===== src/rtl/motor_seq_pkg.sv =====
// Shared encodings and direction-pattern helper
// for the motor cycle sequencer.
package motor_seq_pkg;

    typedef enum logic [2:0] {
        ST_IDLE   = 3'd0,
        ST_FWD    = 3'd1,
        ST_STOP_A = 3'd2,
        ST_REV    = 3'd3,
        ST_STOP_B = 3'd4,
        ST_DONE   = 3'd5
    } state_t;

    localparam logic [63:0] DIR_DEFAULT = 64'd0;

    // Direction pattern for a state; caller truncates to its LED width.
    function automatic logic [63:0] dir_pattern(state_t s, int w);
        logic [63:0] lo;
        logic [63:0] all;
        lo  = (64'd1 << (w / 2)) - 64'd1;
        all = (64'd1 << w) - 64'd1;
        unique case (s)
            ST_FWD:  return lo;
            ST_REV:  return all ^ lo;
            ST_DONE: return all;
            default: return DIR_DEFAULT;
        endcase
    endfunction

endpackage


===== src/rtl/motor_cycle_seq_phase_timer.sv =====
// Loadable down-counter holding the time left in a phase.
// A zero load is promoted to one so every phase lasts at least a period.
module phase_timer #(
    parameter int T_W = 6
) (
    input  logic           clk1h,
    input  logic           rst,
    input  logic           clr,
    input  logic           load,
    input  logic           dec,
    input  logic [T_W-1:0] load_val,
    output logic [T_W-1:0] remain,
    output logic           expire
);

    // Clear, load (clamped), or count down; never below one.
    always_ff @(posedge clk1h or negedge rst) begin
        if (!rst) begin
            remain <= '0;
        end else if (clr) begin
            remain <= '0;
        end else if (load) begin
            remain <= (load_val == '0) ? T_W'(1) : load_val;
        end else if (dec && remain > T_W'(1)) begin
            remain <= remain - T_W'(1);
        end
    end

    assign expire = (remain == T_W'(1));

endmodule


===== src/rtl/motor_cycle_seq.sv =====
// Forward/stop/reverse/stop motor cycle with run-time phase lengths,
// pause, optional cycle limit and status outputs.
module motor_cycle_seq
    import motor_seq_pkg::*;
#(
    parameter int T_W   = 6,
    parameter int CNT_W = 8,
    parameter int LED_W = 6
) (
    input  logic             clk1h,
    input  logic             rst,
    input  logic             en,
    input  logic             pause,
    input  logic [T_W-1:0]   t_fwd,
    input  logic [T_W-1:0]   t_stop,
    input  logic [T_W-1:0]   t_rev,
    input  logic [CNT_W-1:0] max_cycles,
    output logic [LED_W-1:0] dir,
    output logic [2:0]       state,
    output logic [T_W-1:0]   remain,
    output logic [CNT_W-1:0] cycle_cnt,
    output logic             done,
    output logic             phase_tick
);

    state_t           cur;
    state_t           nxt;
    logic             t_clr;
    logic             t_load;
    logic             t_dec;
    logic [T_W-1:0]   t_val;
    logic             expire;
    logic             cnt_clr;
    logic             cnt_inc;
    logic             tick_n;
    logic [CNT_W-1:0] cnt_sat;

    phase_timer #(.T_W(T_W)) u_timer (
        .clk1h    (clk1h),
        .rst      (rst),
        .clr      (t_clr),
        .load     (t_load),
        .dec      (t_dec),
        .load_val (t_val),
        .remain   (remain),
        .expire   (expire)
    );

    assign cnt_sat = (cycle_cnt == '1) ? cycle_cnt
                                       : cycle_cnt + CNT_W'(1);

    // Next state, timer control and counter control.
    always_comb begin
        nxt     = cur;
        t_clr   = 1'b0;
        t_load  = 1'b0;
        t_dec   = 1'b0;
        t_val   = t_fwd;
        cnt_clr = 1'b0;
        cnt_inc = 1'b0;
        tick_n  = 1'b0;
        unique case (cur)
            ST_IDLE: begin
                if (en) begin
                    nxt     = ST_FWD;
                    t_load  = 1'b1;
                    cnt_clr = 1'b1;
                    tick_n  = 1'b1;
                end
            end
            ST_FWD, ST_STOP_A, ST_REV, ST_STOP_B: begin
                if (!en) begin
                    nxt   = ST_IDLE;
                    t_clr = 1'b1;
                end else if (pause) begin
                    nxt = cur;
                end else if (expire) begin
                    tick_n = 1'b1;
                    t_load = 1'b1;
                    unique case (cur)
                        ST_FWD: begin
                            nxt   = ST_STOP_A;
                            t_val = t_stop;
                        end
                        ST_STOP_A: begin
                            nxt   = ST_REV;
                            t_val = t_rev;
                        end
                        ST_REV: begin
                            nxt   = ST_STOP_B;
                            t_val = t_stop;
                        end
                        default: begin
                            cnt_inc = 1'b1;
                            if (max_cycles != '0 &&
                                cnt_sat == max_cycles) begin
                                nxt    = ST_DONE;
                                t_load = 1'b0;
                                t_clr  = 1'b1;
                            end else begin
                                nxt = ST_FWD;
                            end
                        end
                    endcase
                end else begin
                    t_dec = 1'b1;
                end
            end
            ST_DONE: begin
                if (!en) nxt = ST_IDLE;
            end
            default: begin
                nxt   = ST_IDLE;
                t_clr = 1'b1;
            end
        endcase
    end

    // State, direction, status and cycle counter registers.
    always_ff @(posedge clk1h or negedge rst) begin
        if (!rst) begin
            cur        <= ST_IDLE;
            dir        <= '0;
            done       <= 1'b0;
            phase_tick <= 1'b0;
            cycle_cnt  <= '0;
        end else begin
            cur        <= nxt;
            dir        <= LED_W'(dir_pattern(nxt, LED_W));
            done       <= (nxt == ST_DONE);
            phase_tick <= tick_n;
            if (cnt_clr)      cycle_cnt <= '0;
            else if (cnt_inc) cycle_cnt <= cnt_sat;
        end
    end

    assign state = cur;

endmodule


===== config.mk =====
export PLATFORM = sky130hd
export DESIGN_NAME = motor_cycle_seq
export DESIGN_NICKNAME = d
export VERILOG_FILES = /design/src/rtl/motor_seq_pkg.sv /design/src/rtl/motor_cycle_seq_phase_timer.sv /design/src/rtl/motor_cycle_seq.sv
export SDC_FILE = /design/constraint.sdc
export NUM_CORES = 1
export LEC_CHECK = 0
export BUFFER_PORTS_ARGS = -buffer_cell sky130_fd_sc_hd__buf_2
export CAP_MARGIN = 5
export CORE_MARGIN = 1
export CORE_UTILIZATION = 52
export CTS_CLUSTER_SIZE = 24
export DETAILED_ROUTE_END_ITERATION = 8
export GPL_TIMING_DRIVEN = 1
export PLACE_DENSITY = 0.8
export SLEW_MARGIN = 20
export SYNTH_ARGS = -nofsm -noshare
export SYNTH_HDL_FRONTEND = slang
export SYNTH_SLANG_ARGS = --single-unit

===== constraint.sdc =====
create_clock -name clk1h -period 3.32 [get_ports clk1h]
set_input_delay 0.498 -clock clk1h [delete_from_list [all_inputs] [get_ports clk1h]]
set_output_delay 0.498 -clock clk1h [all_outputs]
set_load 0.03 [all_outputs]

==> flow_metrics.env <==
export IMPL_grt_max_degree=22
export IMPL_post_dp_cell_area_um2=2100
export IMPL_mappedNetlistArea_um2=1850
export IMPL_clk_path_buf_depth=2
export IMPL_crit_path_leading_delay_family="compound AO/OA/AOI/OAI gates"
export IMPL_synth_sequential_area_ratio_pct=28.5
export IMPL_die_area_um2=3790
export IMPL_num_nets_final=312
export IMPL_drt_first_iter_violations=289
export IMPL_die_w_um=61.6
export IMPL_first_global_vias=1769
export IMPL_place_inst=320
export IMPL_yosys_warnings=0
export IMPL_cts_root_buf="sky130_fd_sc_hd__clkbuf_4"
export IMPL_power_switching_mw=0.431
export IMPL_drive_gt1_share_pct=23.0
export IMPL_crit_slowest_cell="sky130_fd_sc_hd__o41a_1"
export IMPL_timing_max_transition_violations_final=0
export IMPL_cts_hold_repair_buffers=0
export IMPL_maxCapViolations=0
export IMPL_drt_total_wl_um=4920
export IMPL_tightestPinTransition_ns=0.578
export IMPL_power_frac_clock_pct=12.9
export IMPL_detailedPlacementHpwl_um=3810
export IMPL_power_mw=0.942
export IMPL_postLayoutCellArea_um2=2130
export IMPL_reg2reg_setup_slack_ns=0.24
export IMPL_detailedRoute_firstPassIterationCount=4
export IMPL_cp_data_arrival_time_ns=3.27
export IMPL_async_flop_share_pct=100
export IMPL_area_delta_synth_final_pct=15.2
export IMPL_synth_area_leaders="sky130_fd_sc_hd__dfrtp_1 (28%), sky130_fd_sc_hd__nor2_1 (4.7%), sky130_fd_sc_hd__a21oi_1 (4.3%), sky130_fd_sc_hd__o21ai_0 (3.8%), sky130_fd_sc_hd__a31oi_1 (3.0%)"
export IMPL_synthesis_area_per_instance_um2=7.83
export IMPL_fraction_of_power_spent_switching_nets_pct=45.7
export IMPL_final_hold_worst_slack_ns=0.134
export IMPL_crit_required_ns=3.51
export IMPL_cells_after_synth=236
export IMPL_post_cts_repair_resize_count=0
export IMPL_tritoncts_num_buffers=3
export IMPL_chipHeight_um=61.6
export IMPL_timing_critical_path_cells="ha_1 > nand3_1 > o2111a_1 > a2111oi_0 > o2111ai_1 > o41a_1 > a221o_1"
export IMPL_post_cts_repair_setup_buffers=0
export IMPL_syn_num_nets=269
export IMPL_global_route_usage_total_pct=28.3
export IMPL_run_status="complete, no violations"
export IMPL_cell_internal_pwr_mw=0.511
export IMPL_min_period_ns=3.08
export IMPL_crit_fanout=11
export IMPL_period_share_pct=92.7
export IMPL_instances_no_fill=324
export IMPL_p_leak_nw=0.974
export IMPL_h_tree_depth=1
export IMPL_power_density_cell_area_nw_per_um2=443
export IMPL_critPathCaptureType="flop"
export IMPL_drt_drc_violations_left=0
export IMPL_timing_fmax_mhz=325
export IMPL_grt_setup_unrepaired="false"
export IMPL_clk_pin_slew_worst_paths_ns=0.11
export IMPL_worst_slew_margin_rel_pct=61.1
export IMPL_combinational_power_share_pct=46.7
export IMPL_worst_path_buf_inv=0
export IMPL_avgRoutedWirePerCell_um=15.2
export IMPL_num_vias=2024
export IMPL_synth_seq_cells=21
export IMPL_yosys_most_used_dff="sky130_fd_sc_hd__dfrtp_1"
export IMPL_rows=21
export IMPL_worst_skew_pair_late_latency_ns=0.30
export IMPL_slowest_delay_ns=0.56
export IMPL_initial_utilization_pct=54.9
export IMPL_ir_worst_vdd_v=0.000303
export IMPL_power_sequential_fraction_pct=40.4
export IMPL_synth_area_leader="sky130_fd_sc_hd__dfrtp_1"
export IMPL_grt_first_pass_wirelength_um=7950
export IMPL_pre_cts_slack_ns=0.259
export IMPL_grt_overflow_total=0
export IMPL_fillers=322
export IMPL_clock_sinks=21
export IMPL_finalHoldViolations=0
export IMPL_antenna_found_initial=0
export IMPL_synth_top_cell_area_share_pct=28.5
export IMPL_crit_type="flop to flop"
export IMPL_finClkSkew_ns=0.00683
export IMPL_finalCoreUtilization_pct=63.2
export IMPL_vias_per_cell=6.25
export IMPL_postLayoutSetupSlackWorst_ns=0.241
export IMPL_setup_violators_final=0
export IMPL_critPathLaunchType="flop"
export IMPL_num_io_pins=55
export IMPL_synth_edf_count=0
export IMPL_detail_route_antenna_nets=0
export IMPL_place_gp_congestion=0.931
export IMPL_io_buffer_count=54
export IMPL_antennaDiodeCount=0
export IMPL_fp_coreArea_um2=3360
export IMPL_timing_hold_worst_class="input port to asynchronous set/reset pin"
export IMPL_fin_setup_tns_ns=0
export IMPL_synth_lib_cells_used_distinct=56
export IMPL_cts_tree="done"
flip-flops by register name (all words and copies together) (netlist names):
signal	count
state	3
u_timer.remain	6
cycle_cnt	8
done	1
dir	2
phase_tick	1
final cells by class:
class | count | area, µm² | share of cell area (%)
inverters | 10 | 37.5 | 1.76
flip-flops and latches | 21 | 526 | 24.7
repair buffers | 57 | 293 | 13.8
multi-input cells | 186 | 1190 | 55.8
well taps | 46 | 57.6 | 2.71
clock buffers | 4 | 26.3 | 1.24
power by group through the flow:
stage	clock network (mW)	registers, mW	logic, mW
after floorplan	0	0.440	0.253
after global placement	0	0.378	0.430
after detailed placement	0	0.383	0.439
after CTS	0.124	0.378	0.440
after global routing	0.138	0.391	0.482
final	0.121	0.380	0.440
worst paths after layout:
path | from | end | cells past startpoint
worst max-delay path | cycle_cnt[0] | u_timer.remain[3] | 7
worst max register to register | cycle_cnt[0] | u_timer.remain[3] | 7
worst min register to register | u_timer.remain[1] | u_timer.remain[1] | 1
max in group asynchronous | rst | phase_tick | 1
min in group clk1h | en | dir[4] | 2
worst min-delay path | rst | state[2] | 1
synth_stat cells (2+ instances only):
| library cell | number |
|---|---|
| sky130_fd_sc_hd__nor3_1 | 8 |
| sky130_fd_sc_hd__o21a_1 | 3 |
| sky130_fd_sc_hd__nor2_1 | 23 |
| sky130_fd_sc_hd__nand3_1 | 9 |
| sky130_fd_sc_hd__nand2b_1 | 5 |
| sky130_fd_sc_hd__nor4_1 | 4 |
| sky130_fd_sc_hd__o2111a_1 | 2 |
| sky130_fd_sc_hd__nand4_1 | 5 |
| sky130_fd_sc_hd__clkbuf_1 | 9 |
| sky130_fd_sc_hd__xnor2_1 | 3 |
| sky130_fd_sc_hd__inv_1 | 10 |
| sky130_fd_sc_hd__o2bb2ai_1 | 2 |
| sky130_fd_sc_hd__nand2_1 | 12 |
| sky130_fd_sc_hd__nor2b_1 | 4 |
| sky130_fd_sc_hd__o22ai_1 | 5 |
| sky130_fd_sc_hd__a211oi_1 | 2 |
| sky130_fd_sc_hd__a22oi_1 | 2 |
| sky130_fd_sc_hd__a21oi_1 | 16 |
| sky130_fd_sc_hd__xor2_1 | 2 |
| sky130_fd_sc_hd__a221o_1 | 5 |
| sky130_fd_sc_hd__and2_1 | 4 |
| sky130_fd_sc_hd__o22a_1 | 5 |
| sky130_fd_sc_hd__dfrtp_1 | 21 |
| sky130_fd_sc_hd__a21o_1 | 2 |
| sky130_fd_sc_hd__buf_2 | 5 |
| sky130_fd_sc_hd__a31oi_1 | 9 |
| sky130_fd_sc_hd__and4_1 | 4 |
| sky130_fd_sc_hd__o21ai_0 | 14 |
| sky130_fd_sc_hd__ha_1 | 3 |
| sky130_fd_sc_hd__buf_4 | 5 |
| sky130_fd_sc_hd__and3_1 | 7 |
| sky130_fd_sc_hd__o311a_1 | 2 |
layer usage:
layer  GRT usage, %  part of all wire [%]
met5              0                     0
met1           39.0                    43
met2           46.1                    47
met3           2.52                   7.7
met4           10.8                   2.0
cell families after synthesis:
group | synth area share [%]
flops | 28.5
fa+ha+maj | 2.57
simple gates | 26.4
buf+inv | 7.25
compound gates | 32.3
xor+xnor | 2.37
mux | 0.610
placed cells by master (no fill, tap or decap), drive strengths merged, types with 3 or more instances in the layout:
master,count
buf,57
nor2,23
dfrtp,21
a21oi,16
o21ai,14
nand2,12
inv,10
nand3,9
a31oi,9
nor3,8
and3,7
nand2b,5
nand4,5
o22ai,5
a221o,5
o22a,5
and2,5
nor4,4
and4,4
nor2b,4
clkbuf,4
xnor2,3
o21a,3
ha,3
a211oi,3
(Power assumes the default switching activity.)
